File: src/rtl/maze_pkg.sv
// Shared maze cell encodings, tile colours and store FSM states.
// Imported by the grid store and its strobe synchronizer.
package maze_pkg;

  localparam logic [1:0] UNEXPLORED = 2'd0;
  localparam logic [1:0] VISITED    = 2'd1;
  localparam logic [1:0] WALL       = 2'd2;
  localparam logic [1:0] TREASURE   = 2'd3;

  localparam logic [7:0] COLOR_UNEXPLORED = 8'h00;
  localparam logic [7:0] COLOR_VISITED    = 8'h1C;
  localparam logic [7:0] COLOR_WALL       = 8'hE0;
  localparam logic [7:0] COLOR_TREASURE   = 8'hFC;
  localparam logic [7:0] GRID_LINE_COLOR  = 8'h92;
  localparam logic [7:0] COLOR_BLANK      = 8'h00;

  typedef enum logic {
    ST_CLEAR = 1'b0,
    ST_RUN   = 1'b1
  } state_e;

  function automatic logic [7:0] value_color(
    input logic [1:0] v
  );
    logic [7:0] c;
    c = COLOR_UNEXPLORED;
    unique case (v)
      UNEXPLORED: c = COLOR_UNEXPLORED;
      VISITED:    c = COLOR_VISITED;
      WALL:       c = COLOR_WALL;
      TREASURE:   c = COLOR_TREASURE;
    endcase
    return c;
  endfunction

endpackage

File: src/rtl/enable_sync.sv
// 3-flop synchronizer for the GPIO write strobe with a registered
// rising-edge pulse; coordinate/value bus follows s1/s2 in lockstep.
module enable_sync (
  input  logic       clk,
  input  logic       rst,
  input  logic       en_in,
  input  logic [3:0] x_in,
  input  logic [3:0] y_in,
  input  logic [1:0] val_in,
  output logic       pulse,
  output logic [3:0] x_out,
  output logic [3:0] y_out,
  output logic [1:0] val_out
);

  logic [2:0] sync_q, sync_d;
  logic       pulse_q, pulse_d;
  logic [9:0] bus1_q, bus1_d;
  logic [9:0] bus2_q, bus2_d;

  always_comb begin
    sync_d  = {sync_q[1:0], en_in};
    pulse_d = sync_q[1] & ~sync_q[2];
    bus1_d  = {x_in, y_in, val_in};
    bus2_d  = bus1_q;
  end

  always_ff @(posedge clk) begin
    if (rst) begin
      sync_q  <= '0;
      pulse_q <= 1'b0;
      bus1_q  <= '0;
      bus2_q  <= '0;
    end else begin
      sync_q  <= sync_d;
      pulse_q <= pulse_d;
      bus1_q  <= bus1_d;
      bus2_q  <= bus2_d;
    end
  end

  assign pulse   = pulse_q;
  assign x_out   = bus2_q[9:6];
  assign y_out   = bus2_q[5:2];
  assign val_out = bus2_q[1:0];

endmodule

File: src/rtl/grid_map_store.sv
// Maze cell store: clear sweep, one write per GPIO strobe, and a
// 2-stage pixel lookup that renders the grid as coloured tiles.
module grid_map_store
  import maze_pkg::*;
#(
  parameter int GRID_COLS = 5,
  parameter int GRID_ROWS = 4,
  parameter int CELL_LOG2 = 5
) (
  input  logic       CLOCK_50,
  input  logic       RESET,
  input  logic [3:0] X_COORD,
  input  logic [3:0] Y_COORD,
  input  logic [1:0] VALUE,
  input  logic       ENABLE_IN,
  input  logic [9:0] PIXEL_X,
  input  logic [9:0] PIXEL_Y,
  output logic [7:0] PIXEL_COLOR,
  output logic       READY,
  output logic       OOR_FLAG
);

  localparam int NCELLS = GRID_COLS * GRID_ROWS;
  localparam int AW = (NCELLS > 1) ? $clog2(NCELLS) : 1;

  logic       wr_pulse;
  logic [3:0] wr_x, wr_y;
  logic [1:0] wr_val;

  enable_sync u_sync (
    .clk     (CLOCK_50),
    .rst     (RESET),
    .en_in   (ENABLE_IN),
    .x_in    (X_COORD),
    .y_in    (Y_COORD),
    .val_in  (VALUE),
    .pulse   (wr_pulse),
    .x_out   (wr_x),
    .y_out   (wr_y),
    .val_out (wr_val)
  );

  state_e     state_q, state_d;
  logic [7:0] clr_q, clr_d;
  logic       oor_q, oor_d;

  logic       we;
  logic [7:0] waddr;
  logic [1:0] wdata;
  logic [7:0] strobe_addr;
  logic       strobe_ok;

  always_comb begin
    strobe_addr = {4'b0, wr_y} * 8'(GRID_COLS) + {4'b0, wr_x};
    strobe_ok   = ({4'b0, wr_x} < 8'(GRID_COLS)) &&
                  ({4'b0, wr_y} < 8'(GRID_ROWS));
  end

  always_comb begin
    state_d = state_q;
    clr_d   = clr_q;
    oor_d   = oor_q;
    we      = 1'b0;
    waddr   = '0;
    wdata   = UNEXPLORED;
    unique case (state_q)
      ST_CLEAR: begin
        we    = 1'b1;
        waddr = clr_q;
        if (clr_q == 8'(NCELLS - 1)) state_d = ST_RUN;
        else clr_d = clr_q + 8'd1;
      end
      ST_RUN: begin
        if (wr_pulse) begin
          if (strobe_ok) begin
            we    = 1'b1;
            waddr = strobe_addr;
            wdata = wr_val;
          end else begin
            oor_d = 1'b1;
          end
        end
      end
    endcase
  end

  logic [1:0] cells_q [NCELLS];
  logic [1:0] cells_d [NCELLS];

  always_comb begin
    cells_d = cells_q;
    if (we) cells_d[AW'(waddr)] = wdata;
  end

  // Array is not reset: the CLEAR sweep zeroes it instead.
  always_ff @(posedge CLOCK_50) begin
    cells_q <= cells_d;
  end

  logic [9:0] col_full, row_full;
  logic [7:0] col_q, col_d, row_q, row_d;
  logic       in_grid_q, in_grid_d;
  logic       line_q, line_d;
  logic [7:0] pix_q, pix_d;
  logic [7:0] raddr;
  logic [1:0] rdata;

  always_comb begin
    col_full  = PIXEL_X >> CELL_LOG2;
    row_full  = PIXEL_Y >> CELL_LOG2;
    in_grid_d = (col_full < 10'(GRID_COLS)) &&
                (row_full < 10'(GRID_ROWS));
    line_d    = (PIXEL_X[CELL_LOG2-1:0] == '0) ||
                (PIXEL_Y[CELL_LOG2-1:0] == '0);
    col_d     = col_full[7:0];
    row_d     = row_full[7:0];
  end

  always_comb begin
    raddr = row_q * 8'(GRID_COLS) + col_q;
    rdata = cells_q[AW'(raddr)];
    pix_d = COLOR_BLANK;
    if (in_grid_q && state_q == ST_RUN) begin
      if (line_q) pix_d = GRID_LINE_COLOR;
      else pix_d = value_color(rdata);
    end
  end

  always_ff @(posedge CLOCK_50) begin
    if (RESET) begin
      state_q   <= ST_CLEAR;
      clr_q     <= '0;
      oor_q     <= 1'b0;
      col_q     <= '0;
      row_q     <= '0;
      in_grid_q <= 1'b0;
      line_q    <= 1'b0;
      pix_q     <= '0;
    end else begin
      state_q   <= state_d;
      clr_q     <= clr_d;
      oor_q     <= oor_d;
      col_q     <= col_d;
      row_q     <= row_d;
      in_grid_q <= in_grid_d;
      line_q    <= line_d;
      pix_q     <= pix_d;
    end
  end

  assign PIXEL_COLOR = pix_q;
  assign READY       = (state_q == ST_RUN);
  assign OOR_FLAG    = oor_q;

endmodule

File: config.mk
export PLATFORM = sky130hd
export DESIGN_NAME = grid_map_store
export DESIGN_NICKNAME = d
export VERILOG_FILES = /design/src/rtl/maze_pkg.sv /design/src/rtl/enable_sync.sv /design/src/rtl/grid_map_store.sv
export SDC_FILE = /design/constraint.sdc
export NUM_CORES = 1
export LEC_CHECK = 0
export ABC_CLOCK_PERIOD_IN_PS = 3040
export CORE_MARGIN = 5
export CORE_UTILIZATION = 50
export DETAILED_ROUTE_END_ITERATION = 7
export GPL_ROUTABILITY_DRIVEN = 1
export PLACE_DENSITY = 0.68
export SETUP_SLACK_MARGIN = 0.1
export SYNTH_ARGS = -nofsm -noshare
export SYNTH_HDL_FRONTEND = slang
export SYNTH_HIERARCHICAL = 1
export SYNTH_SLANG_ARGS = --single-unit
File: constraint.sdc
create_clock -name CLOCK_50 -period 3.04 [get_ports CLOCK_50]
set_input_delay 0.608 -clock CLOCK_50 [delete_from_list [all_inputs] [get_ports CLOCK_50]]
set_output_delay 0.608 -clock CLOCK_50 [all_outputs]
set_load 0.05 [all_outputs]
# Word-level counts from Yosys, hierarchy flattened
# Index checks and enable logic that the tools add are counted.
[word_totals] word_cells=89 latch_bits=0 n_memories=0 mem_bits_rw=0 out_inout_bits=10 regBits=97 mem_bits_ro=0 inputBits=33
[op_classes] mul=2 n_mux=19 eq_ne=4 order_cmp=7 shifts=0 bitwise=8 reduce_logical=12 div=0 addsub=3
[ops] cell="40-bit bitwise mux" n=1
[ops] cell="8-bit one-hot mux with 4 select lines" n=1
[ops] cell="6-bit >= comparator, second input constant" n=2
[ops] cell="2-bit two-way mux" n=6
[ops] cell="5-bit NOT with 6-bit output" n=2
[ops] cell="2-bit binary-select mux with 5-bit select" n=1
[ops] cell="2-bit demux with 5-bit select" n=1
[ops] cell="5-bit logical NOT" n=2
[ops] cell="5-bit by 3-bit less-than comparator with 1-bit output, second input constant" n=2
[ops] cell="5-bit two-way mux" n=2
[ops] cell="5-bit one-hot mux with 2 select lines" n=1
[ops] cell="8-bit by 1-bit adder with 8-bit output, second input constant" n=1
[ops] cell="8-bit by 5-bit equality test with 1-bit output, second input constant" n=1
[ops] cell="4-bit by 3-bit less-than comparator with 1-bit output, second input constant" n=2
[ops] cell="8-bit by 3-bit multiplier with 5-bit output, second input constant" n=1
[ops] cell="8-bit two-way mux" n=1
[ops] cell="6-bit by 1-bit less-than comparator with 1-bit output, second input constant" n=1
[ops] cell="5-bit by 4-bit adder with 5-bit output" n=1
[ops] cell="5-bit adder" n=1
[ops] cell="4-bit by 3-bit multiplier with 5-bit output, second input constant" n=1
[ops] cell="1-bit NOT" n=5
[ops] cell="2-bit equality test, second input constant" n=2
[ops] cell="1-bit logical AND" n=4
[ops] cell="1-bit two-way mux" n=4
[ops] cell="9 further kinds" n=9

# Longest topological paths before layout
[depth] word_depth=11 mapped_depth=10 mapped_depth_nobuf=10

# Hierarchy
# The synthesis kept the hierarchy.
[modules_own_cells] mod="grid_map_store" area_per_inst_um2=3274.4 n_inst=1 seq_area_each_um2=1741.7 cells_each=252
[modules_own_cells] mod="enable_sync" area_per_inst_um2=655.6 n_inst=1 seq_area_each_um2=480.5 cells_each=50

# Worst setup path before layout
# OpenSTA, ideal clock, no wires.
[synth_timing] kind="register to register" from="register u_sync.bus2_q[5]" to="register cells_q[32] (netlist bit), enable pin" path_stages_with_launch=9 t_required_ns=2.731 setup_time_ns=0.309 period_less_slack_ns=2.532 setup_slack_ns=0.508 arrival_ns=2.223 cell_sequence="dfxtp_1 -> ha_1 -> fa_1 -> ha_1 -> xor2_1 -> o21a_1 -> a41oi_1 -> o211ai_1 -> nor2_1"
[synth_between] elab_chain_cells=5
[synth_lines] element="start, declared" line_no="enable_sync.sv:19" source="logic [9:0] bus2_q, bus2_d;"
[synth_lines] element="start signal, assigned" line_no="enable_sync.sv:38" source="bus2_q <= bus2_d;"
[synth_lines] element="4-bit by 3-bit less-than comparator with 1-bit output" line_no="grid_map_store.sv:56" source="({4'b0, wr_y} < 8'(GRID_ROWS));"
[synth_lines] element="1-bit logical AND" line_no="grid_map_store.sv:55" source="strobe_ok = ({4'b0, wr_x} < 8'(GRID_COLS)) &&"
[synth_lines] element="1-bit two-way mux" line_no="grid_map_store.sv:75" source="if (strobe_ok) begin"
[synth_lines] element="1-bit two-way mux" line_no="grid_map_store.sv:74" source="if (wr_pulse) begin"
[synth_lines] element="1-bit one-hot mux with 2 select lines" line_no="grid_map_store.sv:66" source="unique case (state_q)"
[synth_lines] element="end signal, assigned" line_no="grid_map_store.sv:97" source="cells_q <= cells_d;"
[synth_lines] element="end, declared" line_no="grid_map_store.sv:87" source="logic [1:0] cells_q [NCELLS];"
# No other way between the ends.
# A chain may end at the register's enable or synchronous reset.

# Final worst setup path
[layout_timing] from="register u_sync.bus2_q[4]" to="register cells_q[38] (netlist bit), enable pin"
# Same word-level chain as after synthesis.

==> run metrics <==
status finished clean; worst-margin pin slew 0.674 ns; worst path buffer plus inverter count 0; Resized cells post-CTS 0; share of layout cells above drive strength 1 0.0598; die area 9730 um2; Fmax 0.363 GHz; chip width 98.7 um; Total Wirelength 6.61 mm; crit path DAT 2.81 ns; DR iter-0 viols 60; Placer Congestion 0.742; top-area cell type share of the netlist area 0.306; largest area contributor in the netlist edfxtp_1; Fin. Hold Viols 0; Max Cap Viol 0; Critical Path RT 3.09 ns; Max Slew Vio Count 0; Root Driver clkbuf_8; Starting Density 0.511; initial antenna violation count 0; DRC violations left 0; Post-Route Skew 0.00795 ns; ant diodes 0; Hold Path Class flop to flop; port buffer count 41; maximum VDD drop 0.308 mV; Final setup viols 0; top-count cell post-synth dfxtp_1; RSZ-0062 raised after global routing false; synthesized cell area 3930 um2; critical path class flop to flop; Post-DRT Antenna Nets 0; CP dominant cell by count ha_1; Tot GR Track Use 0.145; Top Family by Delay on Critical Path adder cells; Avg Cell Area, Syn 13.0 um2; Slew Limit Headroom 0.551; IO Pins 43; final core utilization 0.595; CP peak stage delay 0.45 ns; Max Fanout on Critical Path 4; Die Y 98.7 um; row count 32; yosys warns 6; Synth area leaders edfxtp_1 (31%), dfxtp_1 (26%), mux4_1 (6.7%), nor2b_1 (5.9%), ha_1 (5.4%); hpwl dp 4.98 mm; CORE AREA 7690 um2; Longest Clk Path Bufs 2; Num Clock Sinks 91; period utilisation layout 0.906; min Tclk post-route 2.75 ns; worst skew pair latency 0.34 ns; CTS clock-pin slew for the worst setup and hold paths 0.09 ns; most used flip-flop cell after synthesis dfxtp_1; Post-CTS Hold Buffers 0; Post-synth EDFFs 40; Wirelength per Cell 14.6 um; CP Launch Type flop; register area share after synthesis 0.565; synthesized flop and latch total 91; H-tree level count 3; Post-Syn Nets 356; Setup Buffers After CTS 0; CTS tree yes; slowest stage cell, crit path fa_1; PD cells 496 nW/um2; largest net degree at the start of global routing 26; Pleak 0.00183 uW; worst path cell trace ha_1 > ha_1 > fa_1 > xor2_1 > o21a_1 > a41oi_1 > o211ai_1 > nor2_1; post-synthesis instance total 302; Vias per Instance 5.11; routed vias 2316; first-pass detailed-route iteration total 4; vias in the first global route 2342; synth cell count leaders dfxtp_1 (51), edfxtp_1 (40), nor2b_1 (37), nor2_1 (32), ha_1 (17); asr flop ratio synth 0; grt total ovfl 0; Setup TNS 0 ns; synth-to-layout area growth 16.4%; CP Capture Type flop; first-pass GRT wire length 11.1 mm; Final Net Count 400; Netlist cell types 48; number of buffers created by CTS 9
[worst paths after layout]
check	from	end	slack [ns]	cells after the start
max reg2reg	u_sync/bus2_q[4]$_SDFF_PP0_	cells_q[38]$_DFFE_PP_	0.29	8
max	u_sync/bus2_q[4]$_SDFF_PP0_	cells_q[38]$_DFFE_PP_	0.29	8
min reg2reg	u_sync/sync_q[2]$_SDFF_PP0_	u_sync/pulse$_SDFF_PP0_	0.41	1
min	u_sync/sync_q[2]$_SDFF_PP0_	u_sync/pulse$_SDFF_PP0_	0.41	1
[worst reg2reg max path, cell delays in order, from the launching register on]
cell and delay [ns]:
dfxtp_1 0.42, ha_1 0.27, ha_1 0.33, fa_1 0.45, xor2_1 0.18, o21a_1 0.20, a41oi_1 0.23, o211ai_1 0.20
nor2_1 0.20
[registers in the layout (all words and copies together), names as in the netlist, 3 cells and up]
name,cells
row_q,5
col_q,5
u_sync/bus1_q,10
u_sync/bus2_q,10
u_sync/sync_q,3
cells_q,40
clr_q,8
PIXEL_COLOR,5
[through the flow]
step / power (uW) / instance area [um2] / std cells / hold WS [ns] / setup slack (ns)
after global placement: 1590 / 4400 / 437 / 0.395 / 0.386
after CTS: 2300 / 4570 / 453 / 0.415 / 0.295
final: 2270 / 4570 / 453 / 0.412 / 0.285
after detailed placement: 1600 / 4400 / 437 / 0.402 / 0.321
after floorplan: 1520 / 3930 / 302 / 0.389 / 0.508
after global routing: 2380 / 4570 / 453 / 0.428 / 0.139
[power by group]
part           total (uW)  internal, uW  switching [uW]
registers            1310          1300            16.4
clock network         704           296             409
logic                 251           132             119
total                2270          1730             545
[area by class of cell]
| cell class | count | area, um2 |
|---|---|---|
| clock buffers | 10 | 128 |
| clock inverters | 6 | 42.5 |
| fillers | 638 | 3110 |
| inverters | 9 | 33.8 |
| multi-input cells | 192 | 1600 |
| flip-flops and latches | 91 | 2220 |
| well taps | 102 | 128 |
| repair buffers | 43 | 425 |
[kinds of logic (layout without fill, tap and decap cells)]
| group | Yosys count | in the layout | share of synthesized area |
|---|---|---|---|
| AND/OR/NAND/NOR | 105 | 105 | 0.148 |
| AO/OA/AOI/OAI | 32 | 32 | 0.0535 |
| XOR/XNOR | 14 | 14 | 0.0395 |
| buffers and inverters | 19 | 68 | 0.0287 |
| other | 1 | 1 | 0.000954 |
| flip-flops | 91 | 91 | 0.565 |
| adder cells (fa/ha/maj) | 21 | 21 | 0.0745 |
| multiplexers | 19 | 19 | 0.0898 |
[layer usage]
layer  vias to the layer above  global-route usage  wire (um)
met3                         6              0.0347        228
met4                         0              0.0473         79
met1                      1099               0.170       2850
met2                        39               0.261       3450
met5                         -                   0          0
li1                       1172                   -          -
[placed cells by master (no fill, tap or decap), types with 2 or more instances in the layout]
master           synthesis  routed
o21ai_1                  3       3
a41oi_1                  3       3
and2_1                   2       2
nand3_1                  2       2
a21oi_1                  8       8
xor2_1                   6       6
clkinvlp_4               0       4
mux2i_1                  9       9
ha_1                    17      17
mux4_1                  10      10
or3_1                    2       2
xnor2_1                  6       6
fa_1                     4       4
dfxtp_1                 51      51
o211ai_1                 4       4
o21a_1                   2       2
nor2_1                  32      32
or4_1                    2       2
a21o_1                   2       2
o21ai_0                  3       3
and3_1                   4       4
nand2_1                  5       5
clkdlybuf4s50_1          0      41
o22ai_1                  2       2
edfxtp_1                40      40
buf_4                    5       2
nor3_1                   8       8
inv_1                    9       9
clkbuf_8                 0       9
nor2b_1                 37      37
Note: power is estimated with default switching activity, not from simulation.
